==> src/rtl/bcd_pkg.sv <==
// ---------------------------------------------------------------------------
// bcd_pkg
// Shared definitions for the BCD scan display:
//   state_e      - scan controller state (IDLE / SCAN)
//   NUM_DIGITS   - number of multiplexed digit positions (units, tens, hundreds)
//   SEG_0..SEG_9 - active-high gfedcba patterns for decimal digits
//   SEG_BLANK    - all segments off
//   SEG_E        - pattern shown for a non-BCD nibble
// ---------------------------------------------------------------------------
package bcd_pkg;

    typedef enum logic {
        IDLE = 1'b0,
        SCAN = 1'b1
    } state_e;

    localparam int unsigned NUM_DIGITS = 3;

    localparam logic [6:0] SEG_0     = 7'b0111111;
    localparam logic [6:0] SEG_1     = 7'b0000110;
    localparam logic [6:0] SEG_2     = 7'b1011011;
    localparam logic [6:0] SEG_3     = 7'b1001111;
    localparam logic [6:0] SEG_4     = 7'b1100110;
    localparam logic [6:0] SEG_5     = 7'b1101101;
    localparam logic [6:0] SEG_6     = 7'b1111101;
    localparam logic [6:0] SEG_7     = 7'b0000111;
    localparam logic [6:0] SEG_8     = 7'b1111111;
    localparam logic [6:0] SEG_9     = 7'b1101111;
    localparam logic [6:0] SEG_BLANK = 7'b0000000;
    localparam logic [6:0] SEG_E     = 7'b1111001;

endpackage

==> src/rtl/bcd_to_seg7.sv <==
// ---------------------------------------------------------------------------
// bcd_to_seg7
// Combinational nibble to 7-segment decoder (active-high, gfedcba).
//   digit_i [3:0] : nibble to show; values above 9 decode to 'E'
//   blank_i       : 1 forces all segments off
//   seg_o   [6:0] : segment pattern
// ---------------------------------------------------------------------------
module bcd_to_seg7
    import bcd_pkg::*;
(
    input  logic [3:0] digit_i,
    input  logic       blank_i,
    output logic [6:0] seg_o
);

    always_comb begin
        seg_o = SEG_E;
        if (blank_i) begin
            seg_o = SEG_BLANK;
        end else begin
            case (digit_i)
                4'd0:    seg_o = SEG_0;
                4'd1:    seg_o = SEG_1;
                4'd2:    seg_o = SEG_2;
                4'd3:    seg_o = SEG_3;
                4'd4:    seg_o = SEG_4;
                4'd5:    seg_o = SEG_5;
                4'd6:    seg_o = SEG_6;
                4'd7:    seg_o = SEG_7;
                4'd8:    seg_o = SEG_8;
                4'd9:    seg_o = SEG_9;
                default: seg_o = SEG_E;
            endcase
        end
    end

endmodule

==> src/rtl/bcd_scan_display.sv <==
// ---------------------------------------------------------------------------
// bcd_scan_display
// Captures a 3-digit BCD result ({carry, tens, units}) and scans it onto a
// multiplexed 7-segment display with leading-zero blanking.
//   clk, rst        : clock, synchronous active-high reset
//   in_valid        : upstream result available
//   in_ready        : result accepted this cycle (IDLE, or last cycle of frame)
//   sum_in  [7:0]   : packed BCD sum, [7:4] tens, [3:0] units
//   cout_in         : BCD carry = hundreds digit
//   seg     [6:0]   : registered segment pattern (gfedcba, polarity by param)
//   an      [2:0]   : registered one-hot digit enable (bit0 units)
//   err             : held value contains a nibble greater than 9
//   blank           : synchronous clear back to IDLE
// Parameters: SCAN_DIV (cycles per digit slot, >= 1), SEG_ACTIVE_LOW.
// ---------------------------------------------------------------------------
module bcd_scan_display
    import bcd_pkg::*;
#(
    parameter int unsigned SCAN_DIV       = 4,
    parameter bit          SEG_ACTIVE_LOW = 1'b0
) (
    input  logic                  clk,
    input  logic                  rst,
    input  logic                  in_valid,
    output logic                  in_ready,
    input  logic [7:0]            sum_in,
    input  logic                  cout_in,
    output logic [6:0]            seg,
    output logic [NUM_DIGITS-1:0] an,
    output logic                  err,
    input  logic                  blank
);

    localparam int unsigned PW = (SCAN_DIV > 1) ? $clog2(SCAN_DIV) : 1;
    localparam logic [PW-1:0]         PRESC_LAST = PW'(SCAN_DIV - 1);
    localparam logic [1:0]            SLOT_LAST  = 2'(NUM_DIGITS - 1);
    localparam logic [NUM_DIGITS-1:0] AN_ONE     = NUM_DIGITS'(1);
    localparam logic [6:0]            SEG_POL    = SEG_ACTIVE_LOW ? 7'h7F : 7'h00;

    state_e                state_q, state_d;
    logic [PW-1:0]         presc_q, presc_d;
    logic [1:0]            slot_q, slot_d;
    logic [8:0]            hold_q, hold_d;
    logic                  err_q, err_d;
    logic [6:0]            seg_q;
    logic [NUM_DIGITS-1:0] an_q, an_d;

    logic                  frame_end;
    logic                  xfer;
    logic [3:0]            digit;
    logic                  digit_blank;
    logic [6:0]            seg_raw;

    assign frame_end = (state_q == SCAN) && (slot_q == SLOT_LAST) && (presc_q == PRESC_LAST);
    assign xfer      = in_valid && in_ready;

    // State register
    always_ff @(posedge clk) begin
        if (rst) begin
            state_q <= IDLE;
        end else begin
            state_q <= state_d;
        end
    end

    // Next-state logic: blank outranks a simultaneous transfer
    always_comb begin
        state_d = state_q;
        if (blank) begin
            state_d = IDLE;
        end else if (xfer) begin
            state_d = SCAN;
        end
    end

    // Prescaler, slot counter, hold register and error flag
    always_comb begin
        presc_d = presc_q;
        slot_d  = slot_q;
        hold_d  = hold_q;
        err_d   = err_q;
        if (blank) begin
            presc_d = '0;
            slot_d  = '0;
            err_d   = 1'b0;
        end else if (xfer) begin
            presc_d = '0;
            slot_d  = '0;
            hold_d  = {cout_in, sum_in};
            err_d   = (sum_in[7:4] > 4'd9) || (sum_in[3:0] > 4'd9);
        end else if (state_q == SCAN) begin
            if (presc_q == PRESC_LAST) begin
                presc_d = '0;
                slot_d  = (slot_q == SLOT_LAST) ? 2'd0 : slot_q + 2'd1;
            end else begin
                presc_d = presc_q + PW'(1);
            end
        end
    end

    always_ff @(posedge clk) begin
        if (rst) begin
            presc_q <= '0;
            slot_q  <= '0;
            hold_q  <= '0;
            err_q   <= 1'b0;
        end else begin
            presc_q <= presc_d;
            slot_q  <= slot_d;
            hold_q  <= hold_d;
            err_q   <= err_d;
        end
    end

    // Output logic: digit selection with leading-zero blanking. A pending
    // blank request clears the pins on the same edge the state returns to IDLE.
    always_comb begin
        in_ready    = rst || (state_q == IDLE) || frame_end;
        digit       = '0;
        digit_blank = 1'b1;
        if (!blank && state_q == SCAN) begin
            case (slot_q)
                2'd0: begin
                    digit       = hold_q[3:0];
                    digit_blank = 1'b0;
                end
                2'd1: begin
                    digit       = hold_q[7:4];
                    digit_blank = !hold_q[8] && (hold_q[7:4] == 4'd0);
                end
                2'd2: begin
                    digit       = {3'b000, hold_q[8]};
                    digit_blank = !hold_q[8];
                end
                default: begin
                    digit       = '0;
                    digit_blank = 1'b1;
                end
            endcase
        end
        an_d = digit_blank ? '0 : (AN_ONE << slot_q);
    end

    bcd_to_seg7 u_seg7 (
        .digit_i (digit),
        .blank_i (digit_blank),
        .seg_o   (seg_raw)
    );

    // Output register; polarity is applied here only
    always_ff @(posedge clk) begin
        if (rst) begin
            seg_q <= SEG_BLANK ^ SEG_POL;
            an_q  <= '0;
        end else begin
            seg_q <= seg_raw ^ SEG_POL;
            an_q  <= an_d;
        end
    end

    assign seg = seg_q;
    assign an  = an_q;
    assign err = err_q;

endmodule

==> config.mk <==
export PLATFORM = sky130hd
export DESIGN_NAME = bcd_scan_display
export DESIGN_NICKNAME = d
export VERILOG_FILES = /design/src/rtl/bcd_pkg.sv /design/src/rtl/bcd_to_seg7.sv /design/src/rtl/bcd_scan_display.sv
export SDC_FILE = /design/constraint.sdc
export NUM_CORES = 1
export LEC_CHECK = 0
export CAP_MARGIN = 20
export CORE_MARGIN = 1
export CORE_UTILIZATION = 50
export DETAILED_ROUTE_END_ITERATION = 10
export GPL_TIMING_DRIVEN = 0
export PLACE_DENSITY = 0.78
export RECOVER_POWER = 25
export SLEW_MARGIN = 10
export SYNTH_ARGS = -nofsm -noshare
export SYNTH_HDL_FRONTEND = slang
export SYNTH_SLANG_ARGS = --single-unit
==> constraint.sdc <==
create_clock -name clk -period 2.5 [get_ports clk]
set_clock_uncertainty 0.05 [all_clocks]
set_input_delay 0.5 -clock clk [delete_from_list [all_inputs] [get_ports clk]]
set_output_delay 0.5 -clock clk [all_outputs]
set_load 0.01 [all_outputs]
==> results of run 1 <==
-- cells by family (layout without fill, tap and decap cells) --
family,after synthesis,count (layout)
and+or+nand+nor,42,42
DFF,25,25
buffers and inverters,13,41
muxes,18,18
AOI/OAI and AO/OA,22,22
adders and majority gates,7,7
-- worst max-delay path, delay by kind of cell --
kind / cells / cell delay, ps
simple gates: 2 / 680
buf+inv: 1 / 600
fa+ha+maj: 1 / 320
mux: 1 / 270
compound gates: 1 / 130
-- registers in the layout, indices dropped and copies added (netlist names) --
name / flops
hold_q: 9
slot_q: 2
seg: 7
state_q: 1
err: 1
an: 3
presc_q: 2
-- routing by layer --
| layer | global-route usage | routed length [µm] | part of all wire | vias up |
|---|---|---|---|---|
| met2 | 0.3918 | 1202 | 0.53 | 21 |
| met4 | 0.06757 | 25 | 0.011 | 0 |
| met5 | 0 | 0 | 0 | - |
| li1 | - | - | - | 493 |
| met3 | 0.05263 | 74 | 0.033 | 4 |
| met1 | 0.2391 | 969 | 0.43 | 447 |
-- repair_timing --
item | 4_1_cts | 5_1_grt
setup endpoints to repair | 0 | 1
resized for setup | 0 | 2
hold endpoints to repair | 0 | 0
-- power by group through the flow --
stage               clock [µW]  combinational (µW)  sequential [µW]
finish                     181                77.9              416
global route               204                86.8              418
CTS                        187                79.3              416
detailed placement           0                79.0              425
global placement             0                75.9              425
floorplan                    0                41.8              425
-- per-stage QoR --
stage          instance area, µm²  utilization  hold slack, ps
6_report                     1541       0.6773           467.2
5_1_grt                      1541       0.6773           507.7
4_1_cts                      1540       0.6767           472.3
3_5_place_dp                 1513       0.6647           440.2
3_3_place_gp                 1513       0.6647           427.6
2_1_floorplan                1237            -           409.6
-- cells in the final DEF (no fill, tap or decap), drive strengths merged --
master	synthesis	layout
a21oi	8	8
a221o	1	1
a311oi	1	1
and3b	1	1
buf	6	6
clkbuf	2	5
clkdlybuf4s50	0	21
clkinv	0	1
dfxtp	25	25
dlygate4sd3	0	2
dlymetal6s2s	0	1
ha	7	7
inv	5	5
mux2	2	2
mux2i	16	16
nand2	6	6
nand2b	4	4
nand3b	1	1
nand4	1	1
nor2	16	16
nor3	4	4
nor3b	2	2
nor4b	1	1
o211a	1	1
o21a	3	3
o21ai	6	6
o21bai	1	1
o32ai	1	1
or2	2	2
or3	3	3
or3b	1	1
-- layout make-up --
type | count | area (µm²)
clock buffers | 3 | 22.52
clock inverters | 1 | 5.005
inverters | 5 | 18.77
plain buffers | 8 | 58.81
fillers | 197 | 734.5
well taps | 28 | 35.03
multi-input cells | 89 | 656.9
repair buffers | 24 | 242.7
flip-flops and latches | 25 | 501.7
-- worst paths after layout --
check | from | endpoint | cells after the start | slack [ps]
worst max-delay path | blank | seg[3] | 6 | 230
worst max register to register | slot_q[1] | seg[3] | 7 | 460
worst min register to register | hold_q[2] | hold_q[2] | 2 | 470
worst min-delay path | hold_q[2] | hold_q[2] | 2 | 470
==> results.md, run 1 <==
* Outcome: finished clean
* Final setup viols at 0
* Drt initial violations at 16
* Vias in the first global route at 972
* Layout cell share with drive strength beyond 1 at 0.1290
* Largest cells by area after synthesis: dfxtp_1 40%, mux2i_1 13%, ha_1 7.1%
* Synth cell types at 33
* CTS tree: yes
* Layout Cells excl Fill at 183
* Ant diodes at 0
* List of most frequent post-synthesis cells: 25 x dfxtp_1, 16 x mux2i_1, 16 x nor2_1
* Final worst slack at 231.6 ps
* Headroom to the max-slew limit at 0.7278
* Die H at 51.75 µm
* P_int at 513.9 µW
* Final #Nets at 176
* Die ar. at 0.002678 mm²
* Clock share of power at 0.268
* Initial antenna violation count at 0
* Crit path DAT at 2500 ps
* Largest family of logic cells by synthesized area: simple AND/OR/NAND/NOR gates
* DR DRC count at 0
* Placeable Area at 0.002276 mm²
* Synth Flop Type: dfxtp_1
* Dpl cells at 179
* # IOs at 25
* First-pass GRT wire length at 4.167 mm
* Synth warnings at 0
* Unrepaired setup endpoints after global routing: no
* CTS Buf Count at 3
* Die W at 51.75 µm
* Place WS at -11.84 ps
* Synth Area in Compound Gates at 0.1234
* Routed len/inst at 12.41 µm
* Register bit count reported by yosys at 25
* Clk sink count at 25
* Clock transition at path regs at 140 ps
* Total power at 674.7 µW
* Clk_lat worst skew at 330 ps
* Switching share of power at 0.2383
* Worst Setup End Kind: flip-flop
* Number of enable flip-flop cells after synthesis at 0
* Final cycle utilization of the critical path at 0.9074
* Worst Path Required at 2730 ps
* Max-cap violations at 0
* GRT Util Overall at 0.2136
* Final HPWL DP at 1.769 mm
* HP Class: reg2reg
* Cells along the critical path: dlygate4sd3_1 -> nand2b_1 -> or3_1 -> ha_1 -> mux2_4 -> a21oi_2
* Max Clk Rate at 440.8 MHz
* Postcts setup bufs at 0
* Max incr delay on CP at 600 ps
* Worst slew pin tran at 408.3 ps
* Cell Pwr Density at 437.7 mW/mm²
* H-tree depth at 1
* Root Driver: clkbuf_4
* Pleak at 0.0006206 µW
* Maximum vdd drop at 0.3521 mV
* Async set or reset register ratio after synthesis at 0
* Sequential power share at 0.616
* FP Rows at 17
* Routed Antenna Nets at 0
* Setup TNS at 0 ps
* Routed WL at 2.271 mm
* Mux share of post-synthesis cell area at 0.1537
* Logic gate share of total power at 0.115
* Area share of the largest cell type after synthesis at 0.4044
* Most frequent cell after synthesis: dfxtp_1
* Port bufs at 24
* Simple-gate portion of the synthesized area at 0.1850
* Post-Synth Adder-Cell Area at 0.07078
* Starting Density at 0.5437
* Endpoints failing hold at 0
* Post-synth top area cell: dfxtp_1
* CTS Buffer Depth at 2
* CP max FO at 5
* Setup CP Type: in2reg
* Layout area overhead at 24.57%
* Xor/xnor share of the synthesized area at 0
* Pin count of the biggest net entering global routing at 15
* Syn_area_per_cell at 9.744 µm²
* Synth Cell Area at 0.001237 mm²
* Register area share after synthesis at 0.4044
* Sw Pwr at 160.8 µW
* Hold_buf cts at 0
* Post-route minimum period at 2268 ps
* Routed vias/inst at 5.273
* Critical path launch point type: primary input
* GPL Wtd Cong at 0.8416
* Vias at 965
* DRT Pass-1 Iters at 4
* Slowest cell on crit path: dlygate4sd3_1
* GR Overflow Total at 0
* Slew Limit Fails at 0
* Syn Nets at 147
* Mapped Cells at 127
No activity file was read; power rests on OpenSTA's default activity.
==> run 2: changes to the inputs <==
CORE_ASPECT_RATIO = 0.6   (was default)
==> results.md, run 2 (synthesis gave the netlist of run 1 again) <==
* Outcome: finished clean
* CP max FO at 4
* Pleak at 0.0006249 µW
* Layout cell share with drive strength beyond 1 at 0.1161
* Crit path from: rst
* DR DRC count at 0
* HP Class: reg2reg
* Final cycle utilization of the critical path at 0.9137
* Setup TNS at 0 ps
* Post-route minimum period at 2284 ps
* Cell Pwr Density at 467.1 mW/mm²
* Placeable Area at 0.002245 mm²
* Pin count of the biggest net entering global routing at 14
* Final setup viols at 0
* Die W at 66.23 µm
* Unrepaired setup endpoints after global routing: no
* CP Capture Point: in_ready
* Vias in the first global route at 866
* DRT Pass-1 Iters at 4
* Filler Cells Inserted at 172
* Top reg by flops: hold_q
* Clk sink count at 25
* Hold slack final at 458.5 ps
* Die ar. at 0.002684 mm²
* Routed Antenna Nets at 0
* CTS Buffer Depth at 2
* CTS tree: yes
* Critical path launch point type: primary input
* Final HPWL DP at 1.952 mm
* Worst Setup End Kind: output port
* Root Driver: clkbuf_8
* H-tree depth at 1
* Routed len/inst at 13.34 µm
* Routed vias/inst at 5.297
* Final #Nets at 176
* Initial antenna violation count at 0
* Endpoints failing hold at 0
* Crit path DAT at 1730 ps
* RR Endpoint: seg[0]
* Slew Limit Fails at 0
* Ant diodes at 0
* Clock transition at path regs at 80 ps
* Gates resized, CTS repair at 0
* Routed WL at 2.468 mm
* GR Overflow Total at 0
* GRT Util Overall at 0.2127
* R2R Setup Slk at 480 ps
* Postcts setup bufs at 0
* Hold_buf cts at 0
* Worst-case reg-to-reg path depth at 8
* Vias at 980
* Setup CP Type: in2out
* Drt initial violations at 54
* Port bufs at 24
* Headroom to the max-slew limit at 0.7336
* Max Clk Rate at 437.8 MHz
* FP Rows at 13
* # IOs at 25
* Layout area overhead at 26.09%
* First-pass GRT wire length at 3.988 mm
* Hold Crit Depth at 2
* Commonest cells after routing, fill and taps aside: 25 x dfxtp_1, 21 x clkdlybuf4s50_1, 16 x mux2i_1, 16 x nor2_1, 7 x ha_1
* CTS Buf Count at 3
* GPL Wtd Cong at 0.8111
* Worst slew pin tran at 399.6 ps
* Worst Path Required at 1950 ps
* Total power at 728.8 µW
* Die H at 40.54 µm
* Clk_lat worst skew at 270 ps
* Reg-to-Reg Start: slot_q[1]
* Starting Density at 0.5513
* Commonest non-fill, non-tap cell in the layout: dfxtp_1
* Max-cap violations at 0
* Largest register FFs at 9
* Maximum vdd drop at 0.3585 mV
-- run 2: changes by cell type in the layout (fill, tap and decap cells not counted) --
cell	previous run	this run
clkbuf_4	3	0
clkbuf_8	0	3
clkbuf_1	2	3
clkinv_2	1	0
dfxtp_1	24	25
dfxtp_2	1	0
-- run 2: power by group --
group,leakage [µW],internal [µW],switching [µW]
clock,0.0000228,114,121
combinational,0.000399,44.2,34.2
sequential,0.000203,409,6.77
total,0.000625,567,162
-- run 2: layout make-up --
type / instances / area, µm² / share of cell area
Multi-Input combinational cell: 89 / 656.9 / 0.4210
Inverter: 5 / 18.77 / 0.01203
Buffer: 8 / 58.81 / 0.03769
Timing Repair Buffer: 24 / 242.7 / 0.1556
Clock buffer: 4 / 45.04 / 0.02887
Sequential cell: 25 / 500.5 / 0.3208
Tap cell: 30 / 37.54 / 0.02406
-- run 2: critical path: stages --
cell,delay [ps]
dlygate4sd3_1,590
nand2b_1,180
or2_2,290
dlymetal6s2s_1,170
-- run 2: routing by layer --
metal	share of wire	wire length (µm)	track usage	vias up
li1	-	-	-	499
met1	0.46	1145	0.2667	441
met2	0.45	1119	0.3546	38
met3	0.072	178	0.06250	2
met4	0.0097	24	0.07979	0
met5	0	0	0	-
-- run 2: worst min-delay path by stage --
stage,startpoint,end,slack [ps]
6_report,presc_q[1],presc_q[1],460
5_1_grt,hold_q[0],hold_q[0],490
3_5_place_dp,presc_q[1],presc_q[1],450
2_1_floorplan,hold_q[0],hold_q[0],410
4_1_cts,presc_q[1],presc_q[1],460
3_3_place_gp,presc_q[1],presc_q[1],430
-- run 2: through the flow --
stage                     setup WS, ps    util  instances  area, µm²
after floorplan                  621.6       -        127       1237
final                            215.6  0.6951        185       1560
after global placement          -11.54  0.6750        181       1515
after CTS                        22.70  0.6951        185       1560
after detailed placement        -11.97  0.6750        181       1515
after global routing             166.3  0.6951        185       1560
==> run 3: changes to the inputs <==
TNS_END_PERCENT = 20   (was default)
==> results of run 3 <==
Same layout as run 2: the final DEF is identical, and so are final timing and power.
